[src/rtl/b06_pkg.sv]
// rtl/b06_pkg.sv - shared encodings and constants for the b06 counter/compare block
package b06_pkg;

  typedef enum logic [1:0] {
    C_IDLE = 2'b00,
    C_RUN  = 2'b01,
    C_TERM = 2'b10,
    C_ACK  = 2'b11
  } cnt_state_e;

  localparam logic [1:0] CC_OFF    = 2'b00;
  localparam logic [1:0] CC_MATCH  = 2'b01;
  localparam logic [1:0] CC_COUNT  = 2'b10;
  localparam logic [1:0] CC_SAMPLE = 2'b11;

  localparam logic [7:0] LIMIT_RST = 8'hFF;

endpackage

[src/rtl/b06_cnt_cmp_if.sv]
// rtl/b06_cnt_cmp_if.sv - handler-side signal bundle for b06_cnt_cmp
interface b06_cnt_cmp_if;
  logic [7:0] data_in;
  logic [7:0] match_in;
  logic [7:0] lim_in;
  logic       lim_load;
  logic [2:1] cc_mux;
  logic [2:1] uscite;
  logic       enable_count;
  logic       ackout;
  logic       eql;
  logic       cont_eql;
  logic [7:0] count;
  logic       busy;

  modport master (
    output data_in, match_in, lim_in, lim_load, cc_mux, uscite, enable_count, ackout,
    input  eql, cont_eql, count, busy
  );

  modport slave (
    input  data_in, match_in, lim_in, lim_load, cc_mux, uscite, enable_count, ackout,
    output eql, cont_eql, count, busy
  );
endinterface

[src/rtl/b06_cmp_sel.sv]
// rtl/b06_cmp_sel.sv - compare-source mux and 8-bit equality, purely combinational
module b06_cmp_sel
  import b06_pkg::*;
(
  input  logic [2:1] cc_mux,
  input  logic [7:0] data_in,
  input  logic [7:0] match_in,
  input  logic [7:0] count,
  input  logic [7:0] sample,
  output logic       eq
);

  always_comb begin
    eq = 1'b0;
    case (cc_mux)
      CC_OFF:    eq = 1'b0;
      CC_MATCH:  eq = (data_in == match_in);
      CC_COUNT:  eq = (data_in == count);
      CC_SAMPLE: eq = (data_in == sample);
      default:   eq = 1'b0;
    endcase
  end

endmodule

[src/rtl/b06_cnt_cmp.sv]
// rtl/b06_cnt_cmp.sv - terminal-count FSM, counter, limit/sample registers and registered compare
module b06_cnt_cmp
  import b06_pkg::*;
(
  input  logic          clock,
  input  logic          reset,
  b06_cnt_cmp_if.slave  bus
);

  cnt_state_e state_q, state_d;
  logic [7:0] count_q, count_d;
  logic [7:0] limit_q, limit_d;
  logic [7:0] sample_q, sample_d;
  logic       eql_q, eql_d;
  logic       cont_eql_q, cont_eql_d;
  logic       at_term;
  logic       cmp_eq;
  logic       unused_uscite;

  assign unused_uscite = bus.uscite[1];

  // A zero limit terminates immediately rather than after a full 256-count wrap.
  assign at_term = (limit_q == 8'd0) || (count_q == limit_q - 8'd1);

  b06_cmp_sel u_cmp_sel (
    .cc_mux   (bus.cc_mux),
    .data_in  (bus.data_in),
    .match_in (bus.match_in),
    .count    (count_q),
    .sample   (sample_q),
    .eq       (cmp_eq)
  );

  always_ff @(posedge clock) begin
    if (!reset) begin
      state_q    <= C_IDLE;
      count_q    <= 8'd0;
      limit_q    <= LIMIT_RST;
      sample_q   <= 8'd0;
      eql_q      <= 1'b0;
      cont_eql_q <= 1'b0;
    end else begin
      state_q    <= state_d;
      count_q    <= count_d;
      limit_q    <= limit_d;
      sample_q   <= sample_d;
      eql_q      <= eql_d;
      cont_eql_q <= cont_eql_d;
    end
  end

  always_comb begin
    state_d = state_q;
    case (state_q)
      C_IDLE:  if (bus.enable_count) state_d = C_RUN;
      C_RUN:   if (bus.enable_count && at_term) state_d = C_TERM;
      C_TERM:  if (!bus.ackout) state_d = C_ACK;
      C_ACK:   state_d = C_IDLE;
      default: state_d = C_IDLE;
    endcase
  end

  always_comb begin
    count_d    = count_q;
    cont_eql_d = cont_eql_q;
    limit_d    = limit_q;
    case (state_q)
      C_IDLE: begin
        count_d    = 8'd0;
        cont_eql_d = 1'b0;
        if (bus.lim_load) limit_d = bus.lim_in;
      end
      C_RUN: begin
        if (bus.enable_count) begin
          if (limit_q != 8'd0) count_d = count_q + 8'd1;
          cont_eql_d = at_term;
        end
      end
      C_TERM: cont_eql_d = 1'b1;
      C_ACK: begin
        count_d    = 8'd0;
        cont_eql_d = 1'b0;
      end
      default: begin
        count_d    = 8'd0;
        cont_eql_d = 1'b0;
      end
    endcase
    // Compare sees sample_q, so a same-edge capture is not bypassed.
    sample_d = bus.uscite[2] ? bus.data_in : sample_q;
    eql_d    = cmp_eq;
  end

  assign bus.eql      = eql_q;
  assign bus.cont_eql = cont_eql_q;
  assign bus.count    = count_q;
  assign bus.busy     = (state_q != C_IDLE);

endmodule

[src/flat_wrapper.sv]
// flat-port wrapper written by rule: the top's interface ports become plain ports
module b06_cnt_cmp_flat import b06_pkg::*;
  (clock, reset, bus_data_in, bus_match_in, bus_lim_in, bus_lim_load, bus_cc_mux, bus_uscite, bus_enable_count, bus_ackout, bus_eql, bus_cont_eql, bus_count, bus_busy);
  b06_cnt_cmp_if bus_i ();
  input  logic clock;
  input  logic reset;
  input wire logic [$bits(bus_i.data_in)-1:0] bus_data_in;
  input wire logic [$bits(bus_i.match_in)-1:0] bus_match_in;
  input wire logic [$bits(bus_i.lim_in)-1:0] bus_lim_in;
  input wire logic [$bits(bus_i.lim_load)-1:0] bus_lim_load;
  input wire logic [$bits(bus_i.cc_mux)-1:0] bus_cc_mux;
  input wire logic [$bits(bus_i.uscite)-1:0] bus_uscite;
  input wire logic [$bits(bus_i.enable_count)-1:0] bus_enable_count;
  input wire logic [$bits(bus_i.ackout)-1:0] bus_ackout;
  output wire logic [$bits(bus_i.eql)-1:0] bus_eql;
  output wire logic [$bits(bus_i.cont_eql)-1:0] bus_cont_eql;
  output wire logic [$bits(bus_i.count)-1:0] bus_count;
  output wire logic [$bits(bus_i.busy)-1:0] bus_busy;
  assign bus_i.data_in = bus_data_in;
  assign bus_i.match_in = bus_match_in;
  assign bus_i.lim_in = bus_lim_in;
  assign bus_i.lim_load = bus_lim_load;
  assign bus_i.cc_mux = bus_cc_mux;
  assign bus_i.uscite = bus_uscite;
  assign bus_i.enable_count = bus_enable_count;
  assign bus_i.ackout = bus_ackout;
  assign bus_eql = bus_i.eql;
  assign bus_cont_eql = bus_i.cont_eql;
  assign bus_count = bus_i.count;
  assign bus_busy = bus_i.busy;
  b06_cnt_cmp u_core (.clock(clock), .reset(reset), .bus(bus_i));
endmodule
[config.mk]
export PLATFORM = sky130hd
export DESIGN_NAME = b06_cnt_cmp_flat
export DESIGN_NICKNAME = d
export VERILOG_FILES = /design/src/rtl/b06_pkg.sv /design/src/rtl/b06_cnt_cmp_if.sv /design/src/rtl/b06_cmp_sel.sv /design/src/rtl/b06_cnt_cmp.sv /design/src/flat_wrapper.sv
export SDC_FILE = /design/constraint.sdc
export NUM_CORES = 1
export LEC_CHECK = 0
export CORE_UTILIZATION = 43
export CTS_CLUSTER_DIAMETER = 200
export CTS_CLUSTER_SIZE = 14
export DETAILED_ROUTE_END_ITERATION = 8
export GPL_TIMING_DRIVEN = 0
export PLACE_DENSITY = 0.83
export RECOVER_POWER = 50
export SYNTH_ARGS = -nofsm -noshare
export SYNTH_HDL_FRONTEND = slang
export SYNTH_SLANG_ARGS = --single-unit
[constraint.sdc]
create_clock -name clock -period 2.1 [get_ports clock]
set_input_delay 0.21 -clock clock [delete_from_list [all_inputs] [get_ports clock]]
set_output_delay 0.21 -clock clock [all_outputs]
set_load 0.005 [all_outputs]
==> key figures, run 1 <==
Finish
  • Post-layout instance count excluding filler cells: 297
  • Fraction of layout instances using a drive strength above 1: 7.63%
  • Combined area of the multi-input logic cells: 1110 um2
  • Filler instances: 354
  • Antenna Diode Count: 0
  • Final std cell area, no fill: 2260 um2
  • Area delta synth->final: 29.7%
  • Most common cell after layout, fill and taps aside: sky130_fd_sc_hd__clkdlybuf4s50_1
  • Leading cell types in the layout, fill and taps excluded: sky130_fd_sc_hd__clkdlybuf4s50_1 (31), sky130_fd_sc_hd__nand2_1 (26), sky130_fd_sc_hd__dfxtp_1 (26)
  • Sequential cell area in the final layout: 563 um2
  • Final layout net count: 290

Timing
  • Final count of negative-setup-slack endpoints: 0
  • Final hold viol count: 0
  • Final worst path period need: 1.99 ns
  • RSZ-0062 raised after global routing: false
  • Max Clock Freq: 504 MHz
  • Tightest slew margin relative to the limit: 59.5%
  • Final setup TNS: 0 ns
  • Total count of max-transition violations in the final report: 0
  • Post-route clock period utilization: 94.6%
  • Worst Clk Skew: 0.00902 ns
  • Slew at the pin closest to its max-slew limit: 0.607 ns

Routing
  • Average routed wire per standard cell: 12.9 um
  • WL final: 3840 um
  • Routed Antenna Nets: 0
  • DRC violations left: 0
  • Via count of the routed design: 1,538
  • Count of routing violations after the opening detailed-route iteration: 41
  • DRT Pass-1 Iters: 4
  • Average vias per placed instance: 5.18

Logic synthesis
  • Gate count of the mapped netlist: 206
  • Number of synthesized flops with an enable pin: 0
  • Sequential fraction of the synthesis area: 32.1%
  • Proportion of netlist area held by the largest area contributor: 32.1%
  • Top cell type by total area after synthesis: sky130_fd_sc_hd__dfxtp_1
  • Yosys warning total: 0
  • Netlist area before placement: 1740 um2
  • Synthesized area divided by synthesized cell count: 8.47 um2
  • Proportion of synthesized flip-flops having asynchronous set or reset: 0%
  • Top cells by area in the synthesized netlist: sky130_fd_sc_hd__dfxtp_1 (32%), sky130_fd_sc_hd__mux2i_1 (12%), sky130_fd_sc_hd__xnor2_1 (6.5%)
  • Number of synthesized register bits: 28
  • Synth Flop Type: sky130_fd_sc_hd__dfxtp_1
  • Post-Syn Nets: 246
  • Distinct cell type count of the synthesized netlist: 38

Clock network
  • Clock-pin slew of the registers on the worst-case setup and hold paths: 0.10 ns
  • Clock tree sinks: 28
  • Number of clock buffers inserted by TritonCTS: 3
  • TritonCTS clock tree: yes
  • Number of post-CTS setup repair buffers: 0
  • Quantity of hold-fixing buffers added after cts: 0
  • Buffer levels on the longest clock path: 2
  • Clock tree root buffer cell: sky130_fd_sc_hd__clkbuf_8
  • Later-pin clock latency in the skew report: 0.28 ns
  • Level count of the clock H-tree: 1

Floorplan
  • Die Footprint: 4320 um2
  • Floorplan row count: 22
  • Chip height: 65.7 um
  • Horizontal extent of the die: 65.7 um
  • CORE AREA: 3770 um2
  • Count of pins on the block boundary: 44
  • Initial core utilization: 46.3%

Setup path
  • Setup CP Type: flip-flop to flip-flop
  • Beginning of the critical path: u_core.limit_q[0]
  • Reg-to-reg slack, setup: 0.11 ns
  • Critical Path End: u_core.state_q[0]
  • CP max FO: 5
  • Critical path required time: 2.31 ns
  • Critical path launch point type: flip-flop
  • Path depth of the worst reg2reg path: 8
  • Worst r2r dst: u_core.state_q[0]
  • Endpoint type of the worst setup path: flip-flop
  • Reg2Reg Launch Point: u_core.limit_q[0]
  • Data arrival time of the worst path: 2.19 ns

Global routing
  • Global-route wire length before repair: 6420 um
  • Initial antenna violation count: 0
  • Vias in the first global route: 1,472
  • GRT Total Usage: 18.9%
  • Pin count of the biggest net entering global routing: 16
  • Total congestion overflow: 0

Placement
  • Area after DPL: 2190 um2
  • # port buffers: 39
  • Final weighted congestion in routability-driven placement: 0.807
  • Detailed-placement wirelength estimate: 3020 um
  • Placed cells: 293

Run status
  • Status: complete, no violations

Hold path
  • Type of the most critical hold path: flip-flop to flip-flop

Pwr
  • Cell Pwr Density: 805 nW/um2
  • Leakage power figure: 0.938 nW
  • PnR Total Power: 1.82 mW
  • Peak ir drop on the vdd network: 0.484 mV

Run
  • Maximum capacitance violations: 0
==> power by group <==
| part | switching (mW) | internal [mW] |
|---|---|---|
| clock | 0.165 | 0.168 |
| sequential | 0.0862 | 0.611 |
| combinational | 0.403 | 0.389 |
==> cell usage after synthesis (all sizes together) (2+ instances only) <==
library cell   n
a21oi          7
a31o           2
and3           3
buf            4
clkbuf         9
dfxtp         28
ha             7
inv            7
mux2i         21
nand2         26
nand3          7
nand4          7
nand4b         3
nor2          19
nor2b          9
nor3           2
o211ai         2
o21ai          5
o22ai          2
xnor2         13
xor2          12
==> state kept, by name (all words and copies together), names as in the netlist <==
name	flops
u_core.bus.eql	1
u_core.bus.cont_eql	1
u_core.limit_q	8
u_core.state_q	2
u_core.sample_q	8
u_core.bus.count	8
==> layer usage <==
layer | global-route usage, % | up-vias | wire length (um)
met3 | 2.60 | 4 | 195
met2 | 34.7 | 42 | 1880
li1 | - | 788 | -
met1 | 22.7 | 704 | 1750
met4 | 4.62 | 0 | 18
met5 | 0 | - | 0
==> critical path: stages (launching register included) <==
cell                       delay (ns)
sky130_fd_sc_hd__dfxtp_2         0.39
sky130_fd_sc_hd__inv_1           0.09
sky130_fd_sc_hd__ha_1            0.31
sky130_fd_sc_hd__xor2_1          0.17
sky130_fd_sc_hd__nand4b_1        0.11
sky130_fd_sc_hd__o22ai_1         0.25
sky130_fd_sc_hd__o22ai_2         0.14
sky130_fd_sc_hd__nor3b_4         0.27
sky130_fd_sc_hd__mux2i_1         0.19
==> logic make-up (layout without fill, tap and decap cells) <==
family | Yosys count | in the layout | share of synthesized area, %
adders and majority gates | 7 | 7 | 5.02
muxes | 21 | 21 | 12.1
and+or+nand+nor | 83 | 83 | 24.9
AOI/OAI and AO/OA | 22 | 22 | 8.39
xor gates and xnor gates | 25 | 25 | 12.6
DFF | 28 | 28 | 32.1
buffers and inverters | 20 | 63 | 4.95
==> how the worst min path moves through the flow <==
stage	endpoint	depth (start not counted)	from	slack (ns)
6_report	u_core.state_q[1]	2	u_core.state_q[1]	0.48
2_1_floorplan	u_core.bus.eql	2	reset	0.33
3_3_place_gp	u_core.state_q[1]	2	u_core.state_q[1]	0.46
4_1_cts	u_core.state_q[1]	2	u_core.state_q[1]	0.49
3_5_place_dp	u_core.state_q[0]	2	u_core.state_q[0]	0.47
5_1_grt	u_core.limit_q[3]	3	bus_lim_in[3]	0.51
==> per-stage QoR <==
stage                     utilization [%]  hold WS, ns  setup WS, ns
final                                60.0        0.481         0.114
after floorplan                         -        0.334         0.332
after detailed placement             58.2        0.472        0.0578
after global placement               58.2        0.464         0.161
after global routing                 60.0        0.506        0.0156
after CTS                            59.7        0.486        0.0365
==> area by class of cell <==
class | instances | share of cell area, %
well taps | 48 | 2.65
repair buffers | 39 | 17.3
inverters | 7 | 1.16
multi-input cells | 158 | 48.9
plain buffers | 13 | 2.65
clock buffers | 4 | 2.43
flip-flops and latches | 28 | 24.9
==> repair_timing <==
| item | CTS | global route |
|---|---|---|
| hold endpoints to repair | 0 | 0 |
| setup endpoints to repair | 0 | 10 |
| resized for setup | 0 | 4 |
Note: power is estimated with default switching activity, not from simulation.
==> inputs of run 2 (changes only) <==
- CTS_BUF_LIST: unset -> sky130_fd_sc_hd__clkbuf_2
- DONT_BUFFER_PORTS: unset -> 1
- PLACE_DENSITY: 0.83 -> 0.7
==> run 2 against run 1 <==
Effect of this change:
- critical path depth is 1 lower
- via count is 5.9% lower
- sequential power is 1% higher
- largest cell class unchanged
- worst hold slack worse by 0.41 ns
- critical path type unchanged
- power is 2.3% lower
- wire length is 0.63% lower
- global-route usage hardly changed
- die area stayed put
- critical endpoint unchanged
==> key figures, run 2 (same netlist as run 1, synthesis figures left out) <==
Run status
  • Status: complete, no violations

Global routing
  • GR Util met2: 35.5% (+0.77 points)
  • Vias in the first global route: 1,450 (-1.5%)
  • GRT Total Usage: 18.9% (+0.021 points)
  • Initial antenna violation count: 0 (unchanged)
  • Most used routing layer: met2
  • Met1 Usage GRT: 21.4% (-1.3 points)
  • Grt met3 use: 5.21% (+2.6 points)
  • Pin count of the biggest net entering global routing: 17 (+1)
  • Global-route wire length before repair: 6310 um (-1.6%)
  • Total congestion overflow: 0 (unchanged)

Finish
  • Fraction of layout instances using a drive strength above 1: 9.79% (+2.2 points)
  • Core utilization of the finished layout: 56.4% (-3.6 points)
  • Area delta synth->final: 22.0%
  • Antenna Diode Count: 0 (unchanged)
  • Leading cell types in the layout, fill and taps excluded: sky130_fd_sc_hd__nand2_1 (26), sky130_fd_sc_hd__dfxtp_1 (26), sky130_fd_sc_hd__dlygate4sd3_1 (23)
  • Final layout net count: 276 (-4.8%)

Setup path
  • Critical path launch point type: flip-flop
  • Setup CP Type: flip-flop to flip-flop
  • Critical path required time: 2.42 ns (+0.11 ns)
  • Slowest library cell on the worst path: sky130_fd_sc_hd__or4_4
  • Count of buffering cells on the critical path with inverters included: 1 (unchanged)
  • CP max FO: 4 (-1)
  • Top Family by Delay on Critical Path: simple AND/OR/NAND/NOR gates
  • Data arrival time of the worst path: 2.31 ns (+0.12 ns)
  • Cell Chain, Critical Path: buf_4 -> or4_4 -> o21ai_1 -> and3_1 -> o22ai_2 -> nor3b_4 -> mux2i_1
  • Endpoint type of the worst setup path: flip-flop
  • Peak per-stage delay on the critical path: 0.55 ns (+0.16 ns)

Clock network
  • Number of clock buffers inserted by TritonCTS: 3 (unchanged)
  • Clock-pin slew of the registers on the worst-case setup and hold paths: 0.26 ns (+0.16 ns)
  • Later-pin clock latency in the skew report: 0.37 ns (+0.09 ns)
  • Clock tree sinks: 28 (unchanged)
  • Buffer levels on the longest clock path: 2 (unchanged)
  • Level count of the clock H-tree: 1 (unchanged)
  • TritonCTS clock tree: yes
  • Clock tree root buffer cell: sky130_fd_sc_hd__clkbuf_2

Placement
  • # port buffers: 0 (-100%)
  • Post-Place Worst Slack: 0.0727 ns (+0.0150 ns)
  • Detailed-placement wirelength estimate: 2730 um (-9.4%)
  • Final weighted congestion in routability-driven placement: 0.773 (-4.2%)

Routing
  • Average routed wire per standard cell: 13.5 um (+4.3%)
  • Via count of the routed design: 1,448 (-5.9%)
  • Routed Antenna Nets: 0 (unchanged)
  • Count of routing violations after the opening detailed-route iteration: 36 (-12%)
  • WL final: 3810 um (-0.63%)
  • DRT Pass-1 Iters: 4 (unchanged)
  • Average vias per placed instance: 5.12 (-1.2%)
  • DRC violations left: 0 (unchanged)

Hold path
  • Type of the most critical hold path: input pin to flip-flop

Floorplan
  • Die Footprint: 4320 um2 (unchanged)
  • Horizontal extent of the die: 65.7 um (unchanged)
  • Chip height: 65.7 um (unchanged)
  • Floorplan row count: 22 (unchanged)
  • Count of pins on the block boundary: 44 (unchanged)
  • CORE AREA: 3770 um2 (unchanged)
  • Initial core utilization: 46.3% (unchanged)

Pwr
  • Fraction of power consumed by sequential logic: 39.6% (+1.3 points)
  • Peak ir drop on the vdd network: 0.697 mV (+44%)
  • Cell-internal power: 1.13 mW (-3.4%)
  • NetSw: 651 uW (-0.39%)
  • Leakage power figure: 0.873 nW (-6.9%)
  • Cell Pwr Density: 836 nW/um2 (+3.9%)
  • Combinational share of power: 42.0% (-1.5 points)
  • Switching share of power: 36.6% (+0.72 points)
  • Clock network fraction of total power: 18.4% (about the same)

Timing
  • Total count of max-transition violations in the final report: 0 (unchanged)
  • Slew at the pin closest to its max-slew limit: 0.608 ns (+0.00103 ns)
  • Final hold viol count: 0 (unchanged)
  • Post-route clock period utilization: 94.8% (+0.23 points)
  • Max Clock Freq: 502 MHz (-0.25%)
  • Setup ws final: 0.109 ns (-0.00488 ns)
  • Final count of negative-setup-slack endpoints: 0 (unchanged)
  • Final worst path period need: 1.99 ns (+0.00488 ns)
  • Worst Clk Skew: 0.00917 ns (+0.000145 ns)
  • Tightest slew margin relative to the limit: 59.5% (-0.069 points)

Run
  • Maximum capacitance violations: 0 (unchanged)
[run 2: worst register-to-register path, stage by stage, from the launching register on]
cell	delay (ns)
sky130_fd_sc_hd__dfxtp_4	0.42
sky130_fd_sc_hd__buf_4	0.13
sky130_fd_sc_hd__or4_4	0.55
sky130_fd_sc_hd__o21ai_1	0.12
sky130_fd_sc_hd__and3_1	0.17
sky130_fd_sc_hd__o22ai_2	0.10
sky130_fd_sc_hd__nor3b_4	0.25
sky130_fd_sc_hd__mux2i_1	0.21
[run 2: path summary, 6_finish.rpt]
kind	from	end	slack, ns	cells after the start
max	u_core.limit_q[0]	u_core.state_q[0]	0.11	7
min	bus_enable_count	u_core.bus.cont_eql	0.07	3
max reg2reg	u_core.limit_q[0]	u_core.state_q[0]	0.11	7
min reg2reg	u_core.state_q[1]	u_core.state_q[1]	0.50	2
[run 2: power by group through the flow]
| stage | Clock (mW) | Combinational (mW) | Sequential, mW |
|---|---|---|---|
| after floorplan | 0 | 0.577 | 0.685 |
| after global placement | 0 | 0.664 | 0.706 |
| after detailed placement | 0 | 0.673 | 0.710 |
| after CTS | 0.340 | 0.707 | 0.698 |
| after global routing | 0.363 | 0.841 | 0.718 |
| final | 0.327 | 0.748 | 0.704 |
[run 2: per-layer routing]
layer / vias up / share of wire, %
met5: - / 0
met4: 0 / 0.52
met3: 2 / 5.6
met2: 38 / 49
met1: 647 / 45
li1: 761 / -
[run 2: layout make-up]
type | count | area (um2)
Sequential cell | 28 | 566
Buffer | 13 | 60.1
Clock inverter | 1 | 30.0
Multi-Input combinational cell | 158 | 1120
Tap cell | 48 | 60.1
Clock buffer | 3 | 15.0
Timing Repair Buffer | 25 | 245
Inverter | 7 | 26.3
Fill cell | 350 | 1640
[run 2: per-stage QoR]
| step | hold slack, ns | TNS, ns | instance area, um2 | power, mW | instances |
|---|---|---|---|---|---|
| floorplan | 0.334 | 0 | 1740 | 1.26 | 206 |
| global placement | 0.337 | 0 | 1800 | 1.37 | 254 |
| detailed placement | 0.343 | 0 | 1800 | 1.38 | 254 |
| CTS | 0.00352 | 0 | 2040 | 1.75 | 277 |
| global route | 0.0588 | -0.00395 | 2130 | 1.92 | 283 |
| finish | 0.0694 | 0 | 2130 | 1.78 | 283 |
[run 2: what timing repair did]
action | CTS | global route
endpoints found under the hold margin | 19 | 8
hold buffers | 19 | 4
buffers inserted | 0 | 2
resized for setup | 0 | 8
setup endpoints to repair | 0 | 11
